File: config.mk
export PLATFORM = sky130hd
export DESIGN_NAME = chart_feeder_flat
export DESIGN_NICKNAME = d
export VERILOG_FILES = /design/src/rtl/chart_feeder_if.sv /design/src/rtl/chart_feeder.sv /design/src/flat_wrapper.sv
export SDC_FILE = /design/constraint.sdc
export NUM_CORES = 1
export LEC_CHECK = 0
export ABC_AREA = 1
export CAP_MARGIN = 20
export CORE_UTILIZATION = 52
export DETAILED_ROUTE_END_ITERATION = 8
export PLACE_DENSITY = 0.76
export REMOVE_ABC_BUFFERS = 1
export SKIP_CTS_REPAIR_TIMING = 1
export SYNTH_ARGS = -nofsm -noshare
export SYNTH_HDL_FRONTEND = slang
export SYNTH_SLANG_ARGS = --single-unit
File: constraint.sdc
create_clock -name CLOCK50M -period 3.4 [get_ports CLOCK50M]
set_clock_uncertainty 0.05 [all_clocks]
set_input_delay 1.02 -clock CLOCK50M [delete_from_list [all_inputs] [get_ports CLOCK50M]]
set_output_delay 1.02 -clock CLOCK50M [all_outputs]
set_load 0.005 [all_outputs]
File: src/rtl/chart_feeder_if.sv
// Host-entry handshake and core write bus of the chart feeder.
// The feeder takes the master view; the host/core side takes the slave view.
interface chart_feeder_if;
    logic        in_valid;
    logic        in_ready;
    logic [17:0] in_entry;
    logic        write;
    logic [1:0]  address;
    logic [17:0] pattern_with_timestamp;
    logic [7:0]  user_input;

    modport master (
        input  in_valid,
        input  in_entry,
        output in_ready,
        output write,
        output address,
        output pattern_with_timestamp,
        output user_input
    );

    modport slave (
        output in_valid,
        output in_entry,
        input  in_ready,
        input  write,
        input  address,
        input  pattern_with_timestamp,
        input  user_input
    );
endinterface

File: src/rtl/chart_feeder.sv
// Buffers host chart entries and issues them to the game core LEAD ticks ahead of
// their timestamp, interleaving button-change writes that take priority.
module chart_feeder #(
    parameter int         DEPTH        = 8,
    parameter int         LEAD         = 4,
    parameter logic [1:0] ADDR_PATTERN = 2'd0,
    parameter logic [1:0] ADDR_USER    = 2'd1
) (
    input  logic                     CLOCK50M,
    input  logic                     RESET_N,
    input  logic                     flush,
    input  logic [9:0]               game_time,
    input  logic [7:0]               user_keys,
    output logic [$clog2(DEPTH):0]   fifo_count,
    output logic                     late_drop,
    chart_feeder_if.master           bus
);
    localparam int AW = $clog2(DEPTH);
    localparam int CW = AW + 1;

    typedef enum logic {IDLE, GAP} state_t;

    state_t          state_reg;
    logic [17:0]     mem [DEPTH];
    logic [AW-1:0]   rd_ptr_reg;
    logic [AW-1:0]   wr_ptr_reg;
    logic [CW-1:0]   count_reg;
    logic [CW-1:0]   count_next;
    logic            in_ready_reg;
    logic            pending_reg;
    logic [7:0]      last_sent_reg;
    logic            write_reg;
    logic            late_drop_reg;
    logic [1:0]      address_reg;
    logic [17:0]     pattern_reg;
    logic [7:0]      user_input_reg;

    logic [17:0]     head_entry;
    logic [10:0]     head_ts;
    logic [10:0]     now_ts;
    logic [10:0]     horizon_ts;
    logic            non_empty;
    logic            due;
    logic            stale;
    logic            key_change;
    logic            in_idle;
    logic            issue_user;
    logic            issue_pattern;
    logic            drop_head;
    logic            push;
    logic            pop;

    // The head is read combinationally so a due entry can be issued on the very
    // next edge; the FIFO is small enough for distributed storage.
    assign head_entry = mem[rd_ptr_reg];

    always_comb begin
        head_ts       = {1'b0, head_entry[17:8]};
        now_ts        = {1'b0, game_time};
        horizon_ts    = now_ts + 11'(LEAD);
        non_empty     = (count_reg != '0);
        due           = non_empty && (head_ts <= horizon_ts);
        stale         = non_empty && (head_ts < now_ts);
        key_change    = (user_keys != last_sent_reg);
        in_idle       = (state_reg == IDLE) && !flush;
        // A key change seen this very cycle already wins over a due pattern.
        issue_user    = in_idle && (pending_reg || key_change);
        drop_head     = in_idle && !issue_user && stale;
        issue_pattern = in_idle && !issue_user && !stale && due;
        pop           = drop_head || issue_pattern;
        push          = bus.in_valid && in_ready_reg && !flush;
        if (flush) begin
            count_next = '0;
        end else begin
            count_next = count_reg + CW'(push) - CW'(pop);
        end
    end

    always_ff @(posedge CLOCK50M) begin
        if (push) begin
            mem[wr_ptr_reg] <= bus.in_entry;
        end
    end

    always_ff @(posedge CLOCK50M or negedge RESET_N) begin
        if (!RESET_N) begin
            state_reg      <= IDLE;
            rd_ptr_reg     <= '0;
            wr_ptr_reg     <= '0;
            count_reg      <= '0;
            in_ready_reg   <= 1'b0;
            pending_reg    <= 1'b0;
            last_sent_reg  <= '0;
            write_reg      <= 1'b0;
            late_drop_reg  <= 1'b0;
            address_reg    <= '0;
            pattern_reg    <= '0;
            user_input_reg <= '0;
        end else begin
            count_reg     <= count_next;
            in_ready_reg  <= !flush && (count_next < CW'(DEPTH));
            write_reg     <= 1'b0;
            late_drop_reg <= 1'b0;
            if (flush) begin
                // last_sent survives so unchanged keys are not re-sent after restart.
                rd_ptr_reg  <= '0;
                wr_ptr_reg  <= '0;
                pending_reg <= 1'b0;
                state_reg   <= IDLE;
            end else begin
                if (push) begin
                    wr_ptr_reg <= wr_ptr_reg + 1'b1;
                end
                if (pop) begin
                    rd_ptr_reg <= rd_ptr_reg + 1'b1;
                end
                case (state_reg)
                    IDLE: begin
                        if (issue_user) begin
                            address_reg    <= ADDR_USER;
                            user_input_reg <= user_keys;
                            write_reg      <= 1'b1;
                            last_sent_reg  <= user_keys;
                            pending_reg    <= 1'b0;
                            state_reg      <= GAP;
                        end else if (drop_head) begin
                            late_drop_reg <= 1'b1;
                        end else if (issue_pattern) begin
                            address_reg <= ADDR_PATTERN;
                            pattern_reg <= head_entry;
                            write_reg   <= 1'b1;
                            state_reg   <= GAP;
                        end
                    end
                    GAP: begin
                        // The newest key level is sampled when the write is finally issued.
                        if (key_change) begin
                            pending_reg <= 1'b1;
                        end
                        state_reg <= IDLE;
                    end
                    default: state_reg <= IDLE;
                endcase
            end
        end
    end

    assign bus.in_ready               = in_ready_reg;
    assign bus.write                  = write_reg;
    assign bus.address                = address_reg;
    assign bus.pattern_with_timestamp = pattern_reg;
    assign bus.user_input             = user_input_reg;
    assign fifo_count                 = count_reg;
    assign late_drop                  = late_drop_reg;
endmodule

File: src/flat_wrapper.sv
// flat-port wrapper written by rule: the top's interface ports become plain ports
module chart_feeder_flat 
#(
    parameter int         DEPTH        = 8,
    parameter int         LEAD         = 4,
    parameter logic [1:0] ADDR_PATTERN = 2'd0,
    parameter logic [1:0] ADDR_USER    = 2'd1
)
  (CLOCK50M, RESET_N, flush, game_time, user_keys, fifo_count, late_drop, bus_in_valid, bus_in_entry, bus_in_ready, bus_write, bus_address, bus_pattern_with_timestamp, bus_user_input);
  chart_feeder_if bus_i ();
  input  logic CLOCK50M;
  input  logic RESET_N;
  input  logic flush;
  input  logic [9:0] game_time;
  input  logic [7:0] user_keys;
  output logic [$clog2(DEPTH):0] fifo_count;
  output logic late_drop;
  input wire logic [$bits(bus_i.in_valid)-1:0] bus_in_valid;
  input wire logic [$bits(bus_i.in_entry)-1:0] bus_in_entry;
  output wire logic [$bits(bus_i.in_ready)-1:0] bus_in_ready;
  output wire logic [$bits(bus_i.write)-1:0] bus_write;
  output wire logic [$bits(bus_i.address)-1:0] bus_address;
  output wire logic [$bits(bus_i.pattern_with_timestamp)-1:0] bus_pattern_with_timestamp;
  output wire logic [$bits(bus_i.user_input)-1:0] bus_user_input;
  assign bus_i.in_valid = bus_in_valid;
  assign bus_i.in_entry = bus_in_entry;
  assign bus_in_ready = bus_i.in_ready;
  assign bus_write = bus_i.write;
  assign bus_address = bus_i.address;
  assign bus_pattern_with_timestamp = bus_i.pattern_with_timestamp;
  assign bus_user_input = bus_i.user_input;
  chart_feeder #(.DEPTH(DEPTH), .LEAD(LEAD), .ADDR_PATTERN(ADDR_PATTERN), .ADDR_USER(ADDR_USER)) u_core (.CLOCK50M(CLOCK50M), .RESET_N(RESET_N), .flush(flush), .game_time(game_time), .user_keys(user_keys), .fifo_count(fifo_count), .late_drop(late_drop), .bus(bus_i));
endmodule
==> qor.yml, run 1 <==
largest_reg_flops: 144
root_buffer: "clkbuf_16"
ys_ff_latch: 185
netlist_area_um2: 8090
syn_area_per_cell_um2: 11.4
drive_above_1_share_pct: 24.1
nets: 910
cp_data_arrival_time_ns: 3.86
drt_wl_total_mm: 19.6
fin_crit_sh_pct: 104
area_delta_synth_final_pct: 30.4
tritoncts: "built"
power.total_uw: 4810
slew_viol_final: 0
die_h_um: 127
layout.cells.most_common_list: "edfxtp_1, nand2_1, nor2_1, clkdlybuf4s50_1, buf_4"
final_common_cell: "edfxtp_1"
grt.overflow.total: 0
drt_iter0_drc: 404
worstHoldStart: "u_core.bus.pattern_with_timestamp[4]"
crit_type: "register to register"
place_congestion: 0.844
fin_ws_ns: -0.146
die-area_um2: 16100
startpoint: "u_core.rd_ptr_reg[0]"
io_pins: 75
clock_path_buffers: 2
worstSkewPairLatency_ns: 0.43
tightest_slew_ns: 0.675
synth_top_area_cell: "edfxtp_1"
detail-route-antenna-nets: 0
grtUsageTotal_pct: 22.8
grt_antenna_before_repair: 1
drt-met1-wl_mm: 7.68
fin_crit_ns: 3.55
synth_cell_type_count: 36
cts.sinks: 185
pre_cts_slack_ns: -1.05
finalSetupViolations: 4
grt_pass1_wl_mm: 27.6
fin_tns_setup_ns: -0.423
drc: 0
met3_length_mm: 1.27
via_count: 5961
vdd_drop_max_mv: 0.461
r2r-start: "u_core.rd_ptr_reg[0]"
finalInstanceArea_um2: 10600
grt_start_max_net_pins: 52
synth.top_cell.area_share_pct: 53.4
hold_viol: 0
crit_fanout: 8
relSlewSlack_pct: 55.0
drt_pass1_iterations: 6
max_freq_mhz: 282
startpoint_type: "register"
yosysWarnings: 0
port-buffer-count: 73
outcome: "complete, but fails checks"
min_path_type: "register to register"
required_ns: 3.71
cts-htree-levels: 4
drv_cap: 0
dpl-instance-area_um2: 9340
numCtsBuffers: 17
yosysSeqAreaShare_pct: 66.1
floorplan.core_area_um2: 15200
synth_area_leaders: "edfxtp_1, dfrtp_1, nand2_1"
grt_pass1_vias: 5682
avgRoutedWirePerCell_um: 18.8
dp_hpwl_mm: 10.9
wl_met2_mm: 10.2
clkTransAtPathRegs_ns: 0.07
violations: "negative setup slack"
rsz0062_at_grt: "yes"
worstSetupEndpointType: "register"
top_layer: "met4"
die_width_um: 127
syn_inst: 709
rows: 45
start_util_pct: 53.2
powerDensity_nw_per_um2: 456
leakagePower_uw: 0.00418
viasPerCell: 5.70
==> synthesized netlist by cell type <==
cell	number
nand3_2	1
a21oi_1	17
o21ai_1	2
buf_2	8
mux2_2	1
fa_1	1
o32ai_1	19
buf_4	6
nor3_1	3
xnor2_1	2
nor3_2	1
nand3_1	13
nand3b_1	1
clkbuf_1	15
ha_1	26
nor2_2	2
clkinv_1	1
nand4_1	4
a21o_1	2
nor2_1	97
inv_2	3
edfxtp_1	144
mux2i_1	9
o21ai_2	7
nand2_1	158
inv_1	46
o21ai_0	48
o221ai_1	9
nand2_4	1
xor2_1	8
nand2_2	1
conb_1	1
buf_6	2
dfrtp_1	41
o21bai_1	1
a32oi_1	8
==> routing by layer <==
layer / vias up / global-route usage [%]
met3: 38 / 6.07
met1: 2916 / 28.4
met2: 267 / 37.8
li1: 2740 / -
met4: 0 / 9.45
met5: - / 0
==> logic make-up after synthesis <==
| kind of cell | count (synthesis) | share of synthesized area, % |
|---|---|---|
| and+or+nand+nor | 282 | 13.8 |
| DFF | 185 | 66.1 |
| AOI/OAI and AO/OA | 113 | 9.07 |
| buffers and inverters | 81 | 4.34 |
| adders and majority gates | 27 | 4.27 |
| xor gates and xnor gates | 10 | 1.08 |
| muxes | 10 | 1.25 |
| other | 1 | 0.0463 |
==> power by group <==
| part | internal (uW) | switching, uW | leakage (uW) | total (uW) |
|---|---|---|---|---|
| Sequential | 2480 | 25.8 | 0.00184 | 2510 |
| Clock | 1050 | 866 | 0.000282 | 1910 |
| Combinational | 188 | 205 | 0.00205 | 393 |
| Total | 3720 | 1100 | 0.00418 | 4810 |
==> critical path, cell delays in order (launching register included) <==
cell and delay (ns):
dfrtp_2 0.45, clkinv_4 0.09, buf_12 0.12, buf_6 0.13, nor2_1 0.06, o32ai_1 0.32
nand2_1 0.14, nand2_2 0.14, ha_4 0.21, inv_1 0.09, o21bai_2 0.10, nand3_1 0.08
nand2_1 0.05, nor2_1 0.13, nand4_1 0.21, nand2_4 0.13, ha_4 0.13, inv_2 0.03
ha_4 0.15, fa_2 0.53, inv_2 0.03, nor2_1 0.08
==> through the flow <==
stage	utilization [%]	hold slack [ns]	instances
after global placement	61.4	0.415	992
after detailed placement	61.4	0.420	992
after floorplan	-	0.415	678
after global routing	69.4	0.457	1045
final	69.4	0.439	1045
after CTS	65.2	0.435	1024
==> path summary, 6_finish.rpt <==
path | to | slack [ns] | depth (start not counted)
setup / recovery | u_core.fifo_count[1] | -0.15 | 21
hold / removal | u_core.bus.pattern_with_timestamp[4] | 0.44 | 2
setup reg to reg | u_core.fifo_count[1] | -0.15 | 21
hold reg to reg | u_core.bus.pattern_with_timestamp[4] | 0.44 | 2
max in group asynchronous | u_core.bus.pattern_with_timestamp[6] | 2.04 | 2
min in group asynchronous | u_core.last_sent_reg[7] | 0.58 | 1
==> layout make-up <==
cell class / count / area (um^2)
Sequential cell: 185 / 5350
Timing Repair Buffer: 146 / 1420
Fill cell: 995 / 4650
Tap cell: 188 / 235
Clock buffer: 18 / 439
Multi-Input combinational cell: 443 / 2780
Antenna cell: 1 / 2.50
Clock inverter: 14 / 136
Inverter: 50 / 195
No activity file was read; power rests on OpenSTA's default activity.
==> run 2, diff against run 1 <==
==> constraint.sdc (replaced) <==
create_clock -name CLOCK50M -period 3.4 [get_ports CLOCK50M]
set_clock_uncertainty 0.05 [all_clocks]
set_input_delay 0.34 -clock CLOCK50M [delete_from_list [all_inputs] [get_ports CLOCK50M]]
set_output_delay 0.34 -clock CLOCK50M [all_outputs]
set_load 0.005 [all_outputs]
==> run 2 against run 1 <==
Critical path type unchanged. Sequential share of layout area is 1.7 points higher. Die area is the same. Design area shrank 3.3%. Setup slack lost 0.045 ns. First-iteration DRC count is 2.0% higher. The run still ends with negative setup slack left. Global-route usage up 0.87 points. Final cell count decreased by 1.8%. Worst hold slack got worse by 0.075 ns. Largest power group unchanged. Combinational power shrank 8.9%. Total power is 0.74% higher. Clock-buffer cell count up 1. Sequential power barely moved.
==> qor.yml, run 2 (same netlist as run 1, synthesis figures left out) <==
clkTransAtPathRegs_ns: 0.07
power_frac_seq_pct: 51.7
grt_pass1_vias: 5797
tightest_slew_ns: 0.530
avgRoutedWirePerCell_um: 17.9
power.total_uw: 4850
worstSetupEndpointType: "register"
detail-route-antenna-nets: 0
drt_wl_total_mm: 18.4
drt-met1-wl_mm: 7.54
cp_num_buf_inv: 3
drv_cap: 0
min_path_type: "primary input to asynchronous set/reset pin"
numCtsBuffers: 17
die-area_um2: 16100
nets: 892
largest_reg_flops: 144
cts.sinks: 185
startpoint_type: "register"
drive_above_1_share_pct: 17.5
drt_iter0_drc: 412
die_h_um: 127
tritoncts: "built"
power_frac_clock_pct: 40.9
met3_length_um: 923
vdd_drop_max_mv: 0.421
p_comb_share_pct: 7.4
wl_met2_mm: 9.42
worstSkewPairLatency_ns: 0.44
layout.cells.most_common_list: "nand2_1, edfxtp_1, nor2_1, clkdlybuf4s50_1, inv_1"
path_cells: "buf_8 -> o21ai_0 -> o32ai_2 -> nand2_1 -> nand2_2 -> ha_1 -> nand2_1 -> nor2_2 -> nand3_1 -> nand3_1 -> nand2_1 -> nor2_2 -> nand2_4 -> nand2_2 -> ha_1 -> inv_1 -> ha_2 -> fa_1 -> inv_1 -> nor2_1"
cp_data_arrival_time_ns: 3.86
top_layer: "met4"
final_common_cell: "nand2_1"
area_delta_synth_final_pct: 26.1
violations: "negative setup slack"
rsz0062_at_grt: "yes"
drt_pass1_iterations: 5
rows: 45
grtUsageTotal_pct: 23.6
dp_hpwl_mm: 10.9
fin_tns_setup_ns: -0.478
grt.overflow.total: 0
fin_crit_sh_pct: 106
netSwitchingFraction_pct: 23.0
grt_antenna_before_repair: 0
start_util_pct: 53.2
crit_type: "register to register"
powerDensity_nw_per_um2: 475
fin_crit_ns: 3.59
fillCellCount: 1093
floorplan.core_area_um2: 15200
hold_viol: 0
die_width_um: 127
clock_path_buffers: 2
grt_start_max_net_pins: 52
outcome: "complete, but fails checks"
max_freq_mhz: 278
slowest_stage: "dfrtp_2"
crit_top_cell: "nand2_1"
finalSetupViolations: 4
io_pins: 75
slowest_delay_ns: 0.49
relSlewSlack_pct: 64.7
grt_pass1_wl_mm: 28.2
crit_family: "adder cells"
final_util_pct: 67.1
viasPerCell: 5.60
slew_viol_final: 0
via_count: 5748
cts-htree-levels: 4
root_buffer: "clkbuf_16"
drc: 0
hold_ws_ns: 0.363
required_ns: 3.66
intPower_uw: 3730
port-buffer-count: 73
crit_fanout: 14
diodes: 0
fin_ws_ns: -0.191
place_congestion: 0.855
leakagePower_uw: 0.00405
netSwitchingPower_uw: 1110
run 2: final cells by class:
class / instances / area, um^2 / area share, %
clock buffer: 19 / 453 / 4.44
clock inverter: 13 / 150 / 1.47
inverter: 50 / 195 / 1.91
multi-input combinational: 443 / 2560 / 25.1
sequential: 185 / 5350 / 52.4
tap: 188 / 235 / 2.30
timing repair buffer: 128 / 1260 / 12.4
run 2: routing by layer:
| layer | GRT usage, % | vias to the layer above |
|---|---|---|
| li1 | - | 2700 |
| met1 | 28.1 | 2799 |
| met2 | 40.9 | 202 |
| met3 | 5.19 | 47 |
| met4 | 11.3 | 0 |
| met5 | 0 | - |
run 2: worst paths after layout:
path,from,endpoint,slack (ns),cells after the start
max in group asynchronous,RESET_N,u_core.rd_ptr_reg[1],2.40,3
setup reg to reg,u_core.rd_ptr_reg[0],u_core.fifo_count[1],-0.19,20
setup / recovery,u_core.rd_ptr_reg[0],u_core.fifo_count[1],-0.19,20
min in group CLOCK50M,u_core.bus.pattern_with_timestamp[14],u_core.bus.pattern_with_timestamp[14],0.43,2
hold / removal,RESET_N,u_core.last_sent_reg[5],0.36,2
hold reg to reg,u_core.bus.pattern_with_timestamp[14],u_core.bus.pattern_with_timestamp[14],0.43,2
run 2: power groups by stage:
| stage | registers (uW) | clock network [uW] | logic (uW) |
|---|---|---|---|
| after global routing | 2510 | 2090 | 401 |
| after detailed placement | 2560 | 0 | 337 |
| after global placement | 2550 | 0 | 323 |
| after floorplan | 2560 | 0 | 149 |
| final | 2510 | 1980 | 358 |
| after CTS | 2510 | 2000 | 340 |
run 2: through the flow:
step | cell area [um^2] | std cells | worst slack, ns
2_1_floorplan | 7930 | 678 | -1.61
3_3_place_gp | 9290 | 987 | -0.252
3_5_place_dp | 9290 | 987 | -0.448
4_1_cts | 9890 | 1019 | -0.132
5_1_grt | 10200 | 1026 | -0.410
6_report | 10200 | 1026 | -0.191
==> run 3, diff against run 2 <==
--- a/config.mk
+++ b/config.mk
@@ -12,6 +12,7 @@
 export PLACE_DENSITY = 0.76
 export REMOVE_ABC_BUFFERS = 1
 export SKIP_CTS_REPAIR_TIMING = 1
+export SLEW_MARGIN = 20
 export SYNTH_ARGS = -nofsm -noshare
 export SYNTH_HDL_FRONTEND = slang
 export SYNTH_SLANG_ARGS = --single-unit
==> run 3 against run 2 <==
The run still ends with negative setup slack left. Wire length is 0.29% lower. Setup slack worse by 0.013 ns. Global-route usage did not move. Critical endpoint unchanged. Largest cell class unchanged.
==> qor.yml, run 3 (same netlist as run 1, synthesis figures left out) <==
die-area_um2: 16100
clkTransAtPathRegs_ns: 0.07
nets: 891
drive_above_1_share_pct: 17.4
worstSkewPairLatency_ns: 0.44
outcome: "complete, but fails checks"
die_width_um: 127
grtUsageTotal_pct: 23.6
grt.overflow.total: 0
avgRoutedWirePerCell_um: 17.9
hold_ws_ns: 0.410
floorplan.core_area_um2: 15200
r2r_cells: 20
netSwitchingPower_uw: 1110
rows: 45
die_h_um: 127
rsz0062_at_grt: "yes"
p_comb_share_pct: 7.3
finalSetupViolations: 4
detail-route-antenna-nets: 0
start_util_pct: 53.2
final_common_cell: "nand2_1"
root_buffer: "clkbuf_16"
r2r-end: "u_core.fifo_count[1]"
diodes: 0
crit_fanout: 14
leakagePower_uw: 0.00404
fin_ws_ns: -0.203
area_delta_synth_final_pct: 25.9
dpl-instance-area_um2: 9290
intPower_uw: 3730
fin_crit_ns: 3.60
drv_cap: 0
cp_data_arrival_time_ns: 3.87
drt_iter0_drc: 421
final_util_pct: 67.0
tritoncts: "built"
clock_path_buffers: 2
cts.sinks: 185
grt_start_max_net_pins: 52
layout.cells.most_common_list: "nand2_1, edfxtp_1, nor2_1, clkdlybuf4s50_1, inv_1"
viasPerCell: 5.61
vdd_drop_max_mv: 0.420
violations: "negative setup slack"
tightest_slew_ns: 0.603
drt_pass1_iterations: 5
fin_crit_sh_pct: 106
worstSetupEndpointType: "register"
finalInstanceArea_um2: 10200
grt_pass1_wl_mm: 28.2
power.total_uw: 4840
power_frac_clock_pct: 40.9
slew_viol_final: 0
min_path_type: "primary input to asynchronous set/reset pin"
hold_viol: 0
drc: 0
power_frac_seq_pct: 51.8
numCtsBuffers: 17
cts-htree-levels: 4
max_freq_mhz: 278
place_congestion: 0.855
relSlewSlack_pct: 59.8
r2r-start: "u_core.rd_ptr_reg[0]"
layout.cells.non_filler: 1025
dp.cells: 987
drt_wl_total_mm: 18.3
via_count: 5752
grt_pass1_vias: 5797
fillCellCount: 1093
startpoint_type: "register"
netSwitchingFraction_pct: 22.9
grt_antenna_before_repair: 0
largest_reg_flops: 144
required_ns: 3.66
port-buffer-count: 73
r2r_slack_ns: -0.20
io_pins: 75
crit_type: "register to register"
powerDensity_nw_per_um2: 475
dp_hpwl_mm: 10.9
==> run 3: worst max-delay path by stage <==
stage | from | to | slack (ns)
after global placement | game_time[3] | u_core.fifo_count[2] | -0.25
final | u_core.rd_ptr_reg[0] | u_core.fifo_count[1] | -0.20
after global routing | u_core.rd_ptr_reg[0] | u_core.fifo_count[1] | -0.41
after CTS | u_core.rd_ptr_reg[0] | u_core.fifo_count[2] | -0.13
after floorplan | u_core.rd_ptr_reg[0] | u_core.fifo_count[2] | -1.61
after detailed placement | game_time[4] | u_core.fifo_count[2] | -0.45
==> run 3: layout make-up <==
| cell class | count | area (um^2) | area share, % |
|---|---|---|---|
| repair buffers | 127 | 1240 | 12.2 |
| clock buffers | 19 | 453 | 4.45 |
| flip-flops and latches | 185 | 5350 | 52.5 |
| inverters | 50 | 195 | 1.92 |
| well taps | 188 | 235 | 2.31 |
| clock inverters | 13 | 150 | 1.47 |
| multi-input cells | 443 | 2560 | 25.1 |
==> run 3: stage by stage <==
stage / TNS, ns / worst slack, ns
floorplan: -22.70 / -1.61
global placement: -0.647 / -0.252
detailed placement: -1.46 / -0.448
CTS: -0.240 / -0.132
global route: -1.47 / -0.410
finish: -0.526 / -0.203
==> run 3: layer usage <==
metal	GRT usage, %	share of wire (%)	up-vias
li1	-	-	2700
met1	28.1	41	2800
met2	40.9	51	205
met3	5.19	5.3	47
met4	11.3	2.6	0
met5	0	0	-
==> run 3: worst max-delay path, cell delays in order, from the launching register on <==
cell and delay (ns):
dfrtp_2 0.49, buf_8 0.18, o21ai_0 0.32, o32ai_2 0.16
nand2_1 0.10, nand2_2 0.09, ha_1 0.27, nand2_1 0.09
nor2_2 0.18, nand3_1 0.12, nand3_1 0.10, nand2_1 0.06
nor2_2 0.14, nand2_4 0.06, nand2_2 0.07, ha_1 0.23
inv_1 0.07, ha_2 0.19, fa_1 0.41, inv_1 0.06
nor2_1 0.03
==> run 3: power by group through the flow <==
stage | clock network, uW | registers (uW) | logic (uW)
2_1_floorplan | 0 | 2560 | 149
3_3_place_gp | 0 | 2550 | 323
3_5_place_dp | 0 | 2560 | 337
4_1_cts | 2000 | 2510 | 340
5_1_grt | 2090 | 2510 | 398
6_report | 1980 | 2510 | 356
